**src/rtl/mem_arbiter.sv**
```systemverilog
// Two-requester arbiter/sequencer in front of the two-register 16-bit memory block.
// Round-robin by default; define MEM_ARB_FIXED_PRIO_EN for fixed priority (requester 0 wins).
module mem_arbiter #(
    parameter int unsigned DATA_W = 16,
    parameter int unsigned ADDR_W = 1
) (
    input  logic              clk,
    input  logic              rst_n,

    input  logic              req0,
    input  logic              we0,
    input  logic [ADDR_W-1:0] addr0,
    input  logic [DATA_W-1:0] wdata0,
    output logic              ack0,
    output logic [DATA_W-1:0] rdata0,

    input  logic              req1,
    input  logic              we1,
    input  logic [ADDR_W-1:0] addr1,
    input  logic [DATA_W-1:0] wdata1,
    output logic              ack1,
    output logic [DATA_W-1:0] rdata1,

    output logic [ADDR_W-1:0] mem_sel,
    output logic              mem_write,
    output logic [DATA_W-1:0] mem_din,
    input  logic [DATA_W-1:0] mem_dout
);

    typedef enum logic [1:0] {
        StIdle,
        StAccess,
        StWait,
        StResp
    } state_e;

    state_e            state_q, state_d;
    logic              winner_q, winner_d;
    logic              we_q, we_d;
    logic [ADDR_W-1:0] mem_sel_q, mem_sel_d;
    logic [DATA_W-1:0] mem_din_q, mem_din_d;
    logic              mem_write_q, mem_write_d;
    logic              ack0_q, ack0_d;
    logic              ack1_q, ack1_d;
    logic [DATA_W-1:0] rdata0_q, rdata0_d;
    logic [DATA_W-1:0] rdata1_q, rdata1_d;

    logic              grant;
    logic              pick;
    logic              sel_we;
    logic [ADDR_W-1:0] sel_addr;
    logic [DATA_W-1:0] sel_wdata;

    assign grant = req0 | req1;

`ifdef MEM_ARB_FIXED_PRIO_EN
    // Requester 0 wins whenever it is asking; no history is kept.
    assign pick = ~req0;
`else
    logic last_q, last_d;

    // On a tie the requester not granted last wins; otherwise whoever is asking.
    always_comb begin
        if (req0 && req1) begin
            pick = ~last_q;
        end else begin
            pick = req1;
        end
    end

    always_comb begin
        last_d = last_q;
        if (state_q == StIdle && grant) begin
            last_d = pick;
        end
    end

    always_ff @(posedge clk or negedge rst_n) begin
        if (!rst_n) begin
            last_q <= 1'b1;
        end else begin
            last_q <= last_d;
        end
    end
`endif

    assign sel_we    = pick ? we1    : we0;
    assign sel_addr  = pick ? addr1  : addr0;
    assign sel_wdata = pick ? wdata1 : wdata0;

    always_comb begin
        state_d     = state_q;
        winner_d    = winner_q;
        we_d        = we_q;
        mem_sel_d   = mem_sel_q;
        mem_din_d   = mem_din_q;
        mem_write_d = 1'b0;
        ack0_d      = 1'b0;
        ack1_d      = 1'b0;
        rdata0_d    = rdata0_q;
        rdata1_d    = rdata1_q;

        case (state_q)
            StIdle: begin
                if (grant) begin
                    winner_d  = pick;
                    we_d      = sel_we;
                    mem_sel_d = sel_addr;
                    // mem_din only follows writes so it holds its last value otherwise
                    if (sel_we) begin
                        mem_din_d   = sel_wdata;
                        mem_write_d = 1'b1;
                    end
                    state_d = StAccess;
                end
            end
            StAccess: begin
                if (we_q) begin
                    ack0_d  = ~winner_q;
                    ack1_d  = winner_q;
                    state_d = StResp;
                end else begin
                    state_d = StWait;
                end
            end
            StWait: begin
                if (winner_q) begin
                    rdata1_d = mem_dout;
                end else begin
                    rdata0_d = mem_dout;
                end
                ack0_d  = ~winner_q;
                ack1_d  = winner_q;
                state_d = StResp;
            end
            StResp: begin
                state_d = StIdle;
            end
            default: begin
                state_d = StIdle;
            end
        endcase
    end

    always_ff @(posedge clk or negedge rst_n) begin
        if (!rst_n) begin
            state_q     <= StIdle;
            winner_q    <= 1'b0;
            we_q        <= 1'b0;
            mem_sel_q   <= '0;
            mem_din_q   <= '0;
            mem_write_q <= 1'b0;
            ack0_q      <= 1'b0;
            ack1_q      <= 1'b0;
            rdata0_q    <= '0;
            rdata1_q    <= '0;
        end else begin
            state_q     <= state_d;
            winner_q    <= winner_d;
            we_q        <= we_d;
            mem_sel_q   <= mem_sel_d;
            mem_din_q   <= mem_din_d;
            mem_write_q <= mem_write_d;
            ack0_q      <= ack0_d;
            ack1_q      <= ack1_d;
            rdata0_q    <= rdata0_d;
            rdata1_q    <= rdata1_d;
        end
    end

    assign ack0      = ack0_q;
    assign ack1      = ack1_q;
    assign rdata0    = rdata0_q;
    assign rdata1    = rdata1_q;
    assign mem_sel   = mem_sel_q;
    assign mem_write = mem_write_q;
    assign mem_din   = mem_din_q;

endmodule

```
**config.mk**
```make
export PLATFORM = sky130hd
export DESIGN_NAME = mem_arbiter
export DESIGN_NICKNAME = d
export VERILOG_FILES = /design/src/rtl/mem_arbiter.sv
export SDC_FILE = /design/constraint.sdc
export NUM_CORES = 1
export LEC_CHECK = 0
export CAP_MARGIN = 25
export CORE_ASPECT_RATIO = 1.1
export CORE_MARGIN = 2
export CORE_UTILIZATION = 42
export DETAILED_ROUTE_END_ITERATION = 10
export PLACE_DENSITY = 0.8
export SETUP_SLACK_MARGIN = 0.02
export SLEW_MARGIN = 20
export SYNTH_ARGS = -nofsm -noshare
export SYNTH_HDL_FRONTEND = slang
export SYNTH_SLANG_ARGS = --single-unit
```
**constraint.sdc**
```tcl
create_clock -name clk -period 2.5 [get_ports clk]
set_input_delay 0.25 -clock clk [delete_from_list [all_inputs] [get_ports clk]]
set_output_delay 0.25 -clock clk [all_outputs]
set_load 0.02 [all_outputs]
```
==> key figures, run 1 <==
Run status
  • Outcome: complete, no violations

Floorplanning
  • Placeable Area: about 0.0057 mm²
  • Initial Util: 0.432
  • Area of the die: roughly 0.0065 mm²
  • I/O pin total: 108
  • Die height: around 85 µm
  • # rows: 29
  • Die X-Extent: 77.2 µm

Min path
  • Worst min path class: in -> async

STA
  • Setup TNS: 0 ns
  • RSZ-0062 raised after global routing: no
  • Clock skew: between 0.008 and 0.009 ns
  • Final setup vio count: 0
  • Final Max Slew Viols: 0
  • Max_slew headroom: 0.401
  • Final Cycle Share: 0.784
  • Slew @ Worst Pin: 0.898 ns
  • Min Tclk post-route: about 2.0 ns
  • Setup slack after layout: 0.540 ns
  • Fmax: 510 MHz
  • Final Hold Fails: 0

Cells and area
  • Share of cells above drive strength 1: 0.303
  • Number of diodes: 0
  • Area Overhead vs Synth: 52.6%
  • Fillers: 463
  • Final #Nets: roughly 340

Place
  • Hpwl dp: about 3900 µm
  • Pre-CTS WS: roughly 0.45 ns
  • RD Place Congestion: approximately 0.69
  • PortBufs: ~110

Clock tree
  • CTS root buffer: clkbuf_8
  • Clock Path Buffers: 2
  • CTS tree: yes
  • CTS sink cnt: 57
  • CTS hold repair buffers: 0
  • Clock Latency Late Sink: 0.33 ns
  • H-Tree Depth: 3
  • Post-CTS setup buffer count: 0
  • Post-CTS Resized: 0
  • CTS Buf Count: 9
  • Clk slew on worst S/H paths: 0.06 ns

Setup path
  • Max incr delay on CP: about 0.39 ns
  • Family with the most delay on the worst path: buffers and inverters
  • CP Capture Type: flop
  • Required time of the critical path: 2.71 ns
  • Data arrival, critical path: between 2 and 2.5 ns
  • WP buf/inv: 3
  • Crit Path Category: reg -> reg
  • Crit Path Max Fanout: 18
  • Worst path cell trace: inv_1, ha_1, inv_2, o32ai_4, buf_4, mux2_2
  • Worst R2R Setup Slack: approximately 0.54 ns
  • Worst Setup Start Kind: flop
  • Slowest cell on the critical path: dfrtp_1

Yosys
  • Adder-Cell Fraction of Synth Area: 0.0151
  • Post-synth EDFFs: 0
  • Fraction of registers with async set or reset after synthesis: 1.00
  • Largest family of logic cells by synthesized area: multiplexers
  • Most common cell in the netlist: dfrtp_1
  • Syn Nets: around 220
  • Cell Area, Synth: between 0.002 and 0.0025 mm²
  • Gate Count Post-Synth: 160
  • Seq/Total Area, Yosys: 0.576
  • Top cells by count, synth: 56 x dfrtp_1, 48 x mux2_2, 14 x mux2_4
  • Mean Syn Cell Area: around 15 µm²
  • Top cells by area, synth: dfrtp_1 57%, mux2_2 22%, mux2_4 8.5%
  • Simple-gate share of the synthesized area: 0.0227
  • Yosys top cell by area: dfrtp_1
  • Proportion of synthesized area in mux cells: 0.315
  • Yosys reg bits: 57
  • Synth Area in XOR/XNOR: 0
  • Syn. warnings: 0
  • Netlist cell types: 22
  • Top FF cell, synth: dfrtp_1
  • Share of the synthesized area in the top cell type: 0.565
  • Synth Area in Compound Gates: 0.0389

Drt
  • TritonRoute pass-1 iters: 4
  • Vias per std cell: between 4 and 5
  • Final WL: roughly 5400 µm
  • DR iter-0 viols: 46
  • Residual DRC count: 0
  • Routed vias: approximately 1700
  • Post-route ant nets: 0
  • DR WL/cell: 14.8 µm

Power
  • Static leakage: approximately 1.6 nW
  • Worst IR Drop VDD: between 0.8 and 0.9 mV
  • Pwr dens: 1290 mW/mm²

Global route
  • Global-route wire length before repair: 8780 µm
  • GRT Residual Overflow: 0
  • Vias in the first global route: 1855
  • Largest net degree at the start of global routing: 43
  • Initial antenna violation count: 0
  • Tot GR Track Use: 0.176

Flow run
  • Max_cap viols: 0
## layer usage
| metal | wire (µm) | global-route usage | up-vias |
|---|---|---|---|
| li1 | - | - | 799 |
| met1 | 2280 | 0.219 | 846 |
| met2 | 2700 | 0.283 | 53 |
| met3 | 227 | 0.0333 | 10 |
| met4 | 142 | 0.107 | 0 |
| met5 | 0 | 0 | - |
## where the power goes
part / internal, mW / leakage, nW / switching (mW)
clock network: 0.355 / 0.0801 / 0.339
logic: 1.39 / 0.873 / 1.13
registers: 1.40 / 0.674 / 0.246
## cell type report
| type | count | area (µm²) | share of cell area |
|---|---|---|---|
| flip-flops and latches | 57 | 1430 | 0.377 |
| repair buffers | 113 | 1110 | 0.294 |
| multi-input cells | 93 | 971 | 0.257 |
| clock buffers | 12 | 135 | 0.0357 |
| well taps | 77 | 96.3 | 0.0255 |
| clock inverters | 4 | 22.5 | 0.00595 |
| inverters | 5 | 18.8 | 0.00496 |
## final timing paths
| path | from | endpoint | cells after the start |
|---|---|---|---|
| max in group asynchronous | rst_n | state_q[0] | 2 |
| max | state_q[1] | mem_din[3] | 6 |
| min reg2reg | we_q | we_q | 1 |
| min in group clk | we_q | we_q | 1 |
| min | rst_n | rdata0[4] | 1 |
| max reg2reg | state_q[1] | mem_din[3] | 6 |
## through the flow
stage	total power [mW]	cell area [µm²]	cells	hold WS, ns	utilization
2_1_floorplan	3.07	2480	160	-0.0456	-
3_3_place_gp	4.16	3620	345	0.437	0.632
3_5_place_dp	4.22	3620	345	0.439	0.632
4_1_cts	4.94	3780	361	0.0715	0.660
5_1_grt	5.16	3780	361	0.124	0.660
6_report	4.87	3780	361	0.0437	0.660
## state kept, by name, summed over array words and instances, names as in the netlist
name	cells
last_q	1
we_q	1
ack0	1
state_q	2
rdata1	16
mem_sel	1
ack1	1
winner_q	1
mem_write	1
mem_din	16
rdata0	16
## kinds of logic (layout without fill, tap and decap cells)
family / Yosys count / after routing
adders and majority gates: 3 / 3
buffers and inverters: 10 / 134
and+or+nand+nor: 12 / 12
AOI/OAI and AO/OA: 13 / 13
DFF: 57 / 57
muxes: 65 / 65
## worst reg2reg max path: stages (launching register included)
cell	delay (ns)
dfrtp_1	0.39
inv_1	0.10
ha_1	0.31
inv_2	0.08
o32ai_4	0.26
buf_4	0.32
mux2_2	0.38
## placed cells by master (no fill, tap or decap), drive strengths merged
master,instances
a21o,1
or3b,1
a21bo,1
buf,7
mux2,62
nor2,2
dfstp,1
clkinv,3
nand2,7
clkbuf,12
and2b,1
dfrtp,56
ha,3
o21ai,8
clkinvlp,1
mux2i,3
o32ai,1
clkdlybuf4s50,106
inv,5
a21oi,1
and2,1
a31oi,1
Power figures use the tool's default switching activity.
==> run 2, diff against run 1 <==
- clock period: 2.5 -> 1.9 ns (I/O delays scaled with it)
==> run 2 against run 1 <==
Compared with the run above: non-clock buffer count up 2; die area unchanged; via count up 0.12%; cell area up 3.2%; largest power group unchanged.
==> key figures, run 2 (synthesis results as in run 1) <==
Cells and area
  • Fillers: 469 (+1.3%)
  • Number of diodes: 0 (unchanged)
  • Leading cell type in the layout, fill and taps excluded: clkdlybuf4s50_1
  • Share of cells above drive strength 1: 0.311 (+0.00837)
  • Area of the multi-input gates: 983 µm² (+1.3%)
  • Final #Nets: 340 (+0.59%)
  • FF/Latch Area: 0.00143 mm² (unchanged)
  • Area Overhead vs Synth: 57.5%
  • Commonest cells after routing, fill and taps aside: 106 x clkdlybuf4s50_1, 56 x dfrtp_1, 48 x mux2_2, 14 x mux2_4, 9 x clkbuf_8
  • Design Area, Final: 0.00390 mm² (+3.2%)

Global route
  • Tot GR Track Use: 0.177 (+0.00190)
  • Global-route wire length before repair: 9070 µm (+3.3%)
  • GRT Residual Overflow: 0 (unchanged)
  • Initial antenna violation count: 0 (unchanged)
  • Vias in the first global route: 1891 (+1.9%)
  • Largest net degree at the start of global routing: 24 (-44%)

STA
  • Setup TNS: 0 ns (unchanged)
  • Clock skew: 0.00684 ns (-0.00162 ns)
  • Final Max Slew Viols: 0 (unchanged)
  • Final setup vio count: 0 (unchanged)
  • Fmax: 575 MHz (+13%)
  • Final Cycle Share: 0.916 (+0.132)
  • RSZ-0062 raised after global routing: no
  • Max_slew headroom: 0.634 (+0.232)
  • Slew @ Worst Pin: 0.550 ns (-0.349 ns)
  • Min Tclk post-route: 1.74 ns (-0.219 ns)
  • Setup slack after layout: 0.160 ns (-0.381 ns)
  • Final Hold Fails: 0 (unchanged)

Drt
  • DR WL/cell: 14.8 µm (about the same)
  • DR iter-0 viols: 56 (+22%)
  • TritonRoute pass-1 iters: 4 (unchanged)
  • Routed vias: 1710 (+0.12%)
  • Final WL: 5380 µm (+0.49%)
  • Post-route ant nets: 0 (unchanged)
  • Vias per std cell: 4.71 (-0.43%)
  • Residual DRC count: 0 (unchanged)

Power
  • Static leakage: 1.67 nW (+2.5%)
  • Pwr dens: 1730 mW/mm² (+35%)
  • Worst IR Drop VDD: 1.13 mV (+32%)

Run status
  • Outcome: complete, no violations

Setup path
  • Worst Reg-to-Reg Cells: 6 (unchanged)
  • Worst r2r dst: mem_din[4]
  • Worst R2R Setup Slack: 0.16 ns (-0.38 ns)
  • Worst Setup Start Kind: flop
  • Data arrival, critical path: 1.94 ns (-0.23 ns)
  • Required time of the critical path: 2.10 ns (-0.61 ns)
  • CP Capture Type: flop
  • Crit Path Category: reg -> reg
  • Crit Path Max Fanout: 18 (unchanged)
  • RR Startpoint: state_q[0]

Place
  • Pre-CTS WS: 0.00989 ns (-0.442 ns)
  • Hpwl dp: 4010 µm (+3.1%)
  • Instance area at placement: 0.00367 mm² (+1.2%)
  • RD Place Congestion: 0.753 (+9.2%)
  • PortBufs: 107 (unchanged)

Clock tree
  • Clock Latency Late Sink: 0.32 ns (about the same)
  • CTS tree: yes
  • Post-CTS setup buffer count: 0 (unchanged)
  • CTS Buf Count: 9 (unchanged)
  • CTS sink cnt: 57 (unchanged)
  • H-Tree Depth: 3 (unchanged)
  • CTS root buffer: clkbuf_8
  • Clock Path Buffers: 2 (unchanged)
  • Clk slew on worst S/H paths: 0.07 ns (about the same)

Floorplanning
  • Die height: 84.6 µm (unchanged)
  • Die X-Extent: 77.2 µm (unchanged)
  • # rows: 29 (unchanged)
  • Area of the die: 0.00653 mm² (unchanged)
  • I/O pin total: 108 (unchanged)
  • Initial Util: 0.432 (unchanged)
  • Placeable Area: 0.00573 mm² (unchanged)

Min path
  • Worst min path class: in -> async

Flow run
  • Max_cap viols: 0 (unchanged)
-- run 2: cell types whose count changed in the layout (fill, tap and decap cells not counted), sizes merged --
cell and change:
buf +1, bufinv +2, clkbuf -1, clkinv -2, clkinvlp +1, dlygate4sd3 +1
-- run 2: per-layer routing --
layer	GRT usage	share of wire	routed length, µm
met1	0.219	0.42	2250
met2	0.296	0.53	2830
met3	0.0398	0.040	216
met4	0.0844	0.015	83
met5	0	0	0
-- run 2: how the worst max path moves through the flow --
stage	from	depth (start not counted)	endpoint	slack, ns
4_1_cts	state_q[0]	6	mem_din[4]	0.04
5_1_grt	state_q[1]	6	mem_din[1]	0.04
3_3_place_gp	req0	5	mem_din[0]	0.05
6_report	state_q[0]	6	mem_din[4]	0.16
2_1_floorplan	state_q[0]	6	mem_din[10]	0.05
3_5_place_dp	req0	5	mem_din[7]	0.01
-- run 2: what timing repair did --
item                                    4_1_cts  5_1_grt
hold buffers                                  1        0
resized for setup                             0        2
hold endpoints to repair                     21        0
endpoints found under the setup margin        0       15
-- run 2: area by class of cell --
cell class              instances  share of cell area
repair buffers                115               0.299
multi-input cells              93               0.252
flip-flops and latches         57               0.366
clock inverters                 5              0.0205
inverters                       5             0.00481
well taps                      77              0.0247
clock buffers                  11              0.0337
-- run 2: through the flow --
stage,power (mW),util,std cells,hold slack (ns)
floorplan,4.04,-,160,-0.106
global placement,5.51,0.640,346,0.208
detailed placement,5.58,0.640,346,0.209
CTS,6.80,0.679,363,0.419
global route,7.16,0.681,363,0.450
finish,6.77,0.681,363,0.399
-- run 2: worst max-delay path, cell delays in order, from the launching register on --
cell and delay (ns):
dfrtp_1 0.40, inv_1 0.13, ha_4 0.19, inv_2 0.05, o32ai_4 0.29, buf_12 0.21, mux2_2 0.34
-- run 2: power breakdown --
| group | switching (mW) | internal, mW |
|---|---|---|
| Clock | 0.467 | 0.737 |
| Sequential | 0.315 | 1.85 |
| Combinational | 1.51 | 1.89 |
| Total | 2.29 | 4.47 |
==> run 3, diff against run 2 <==
- TNS_END_PERCENT: unset -> 50
==> results of run 3 <==
Final layout, timing and power as in run 2 (identical DEF).
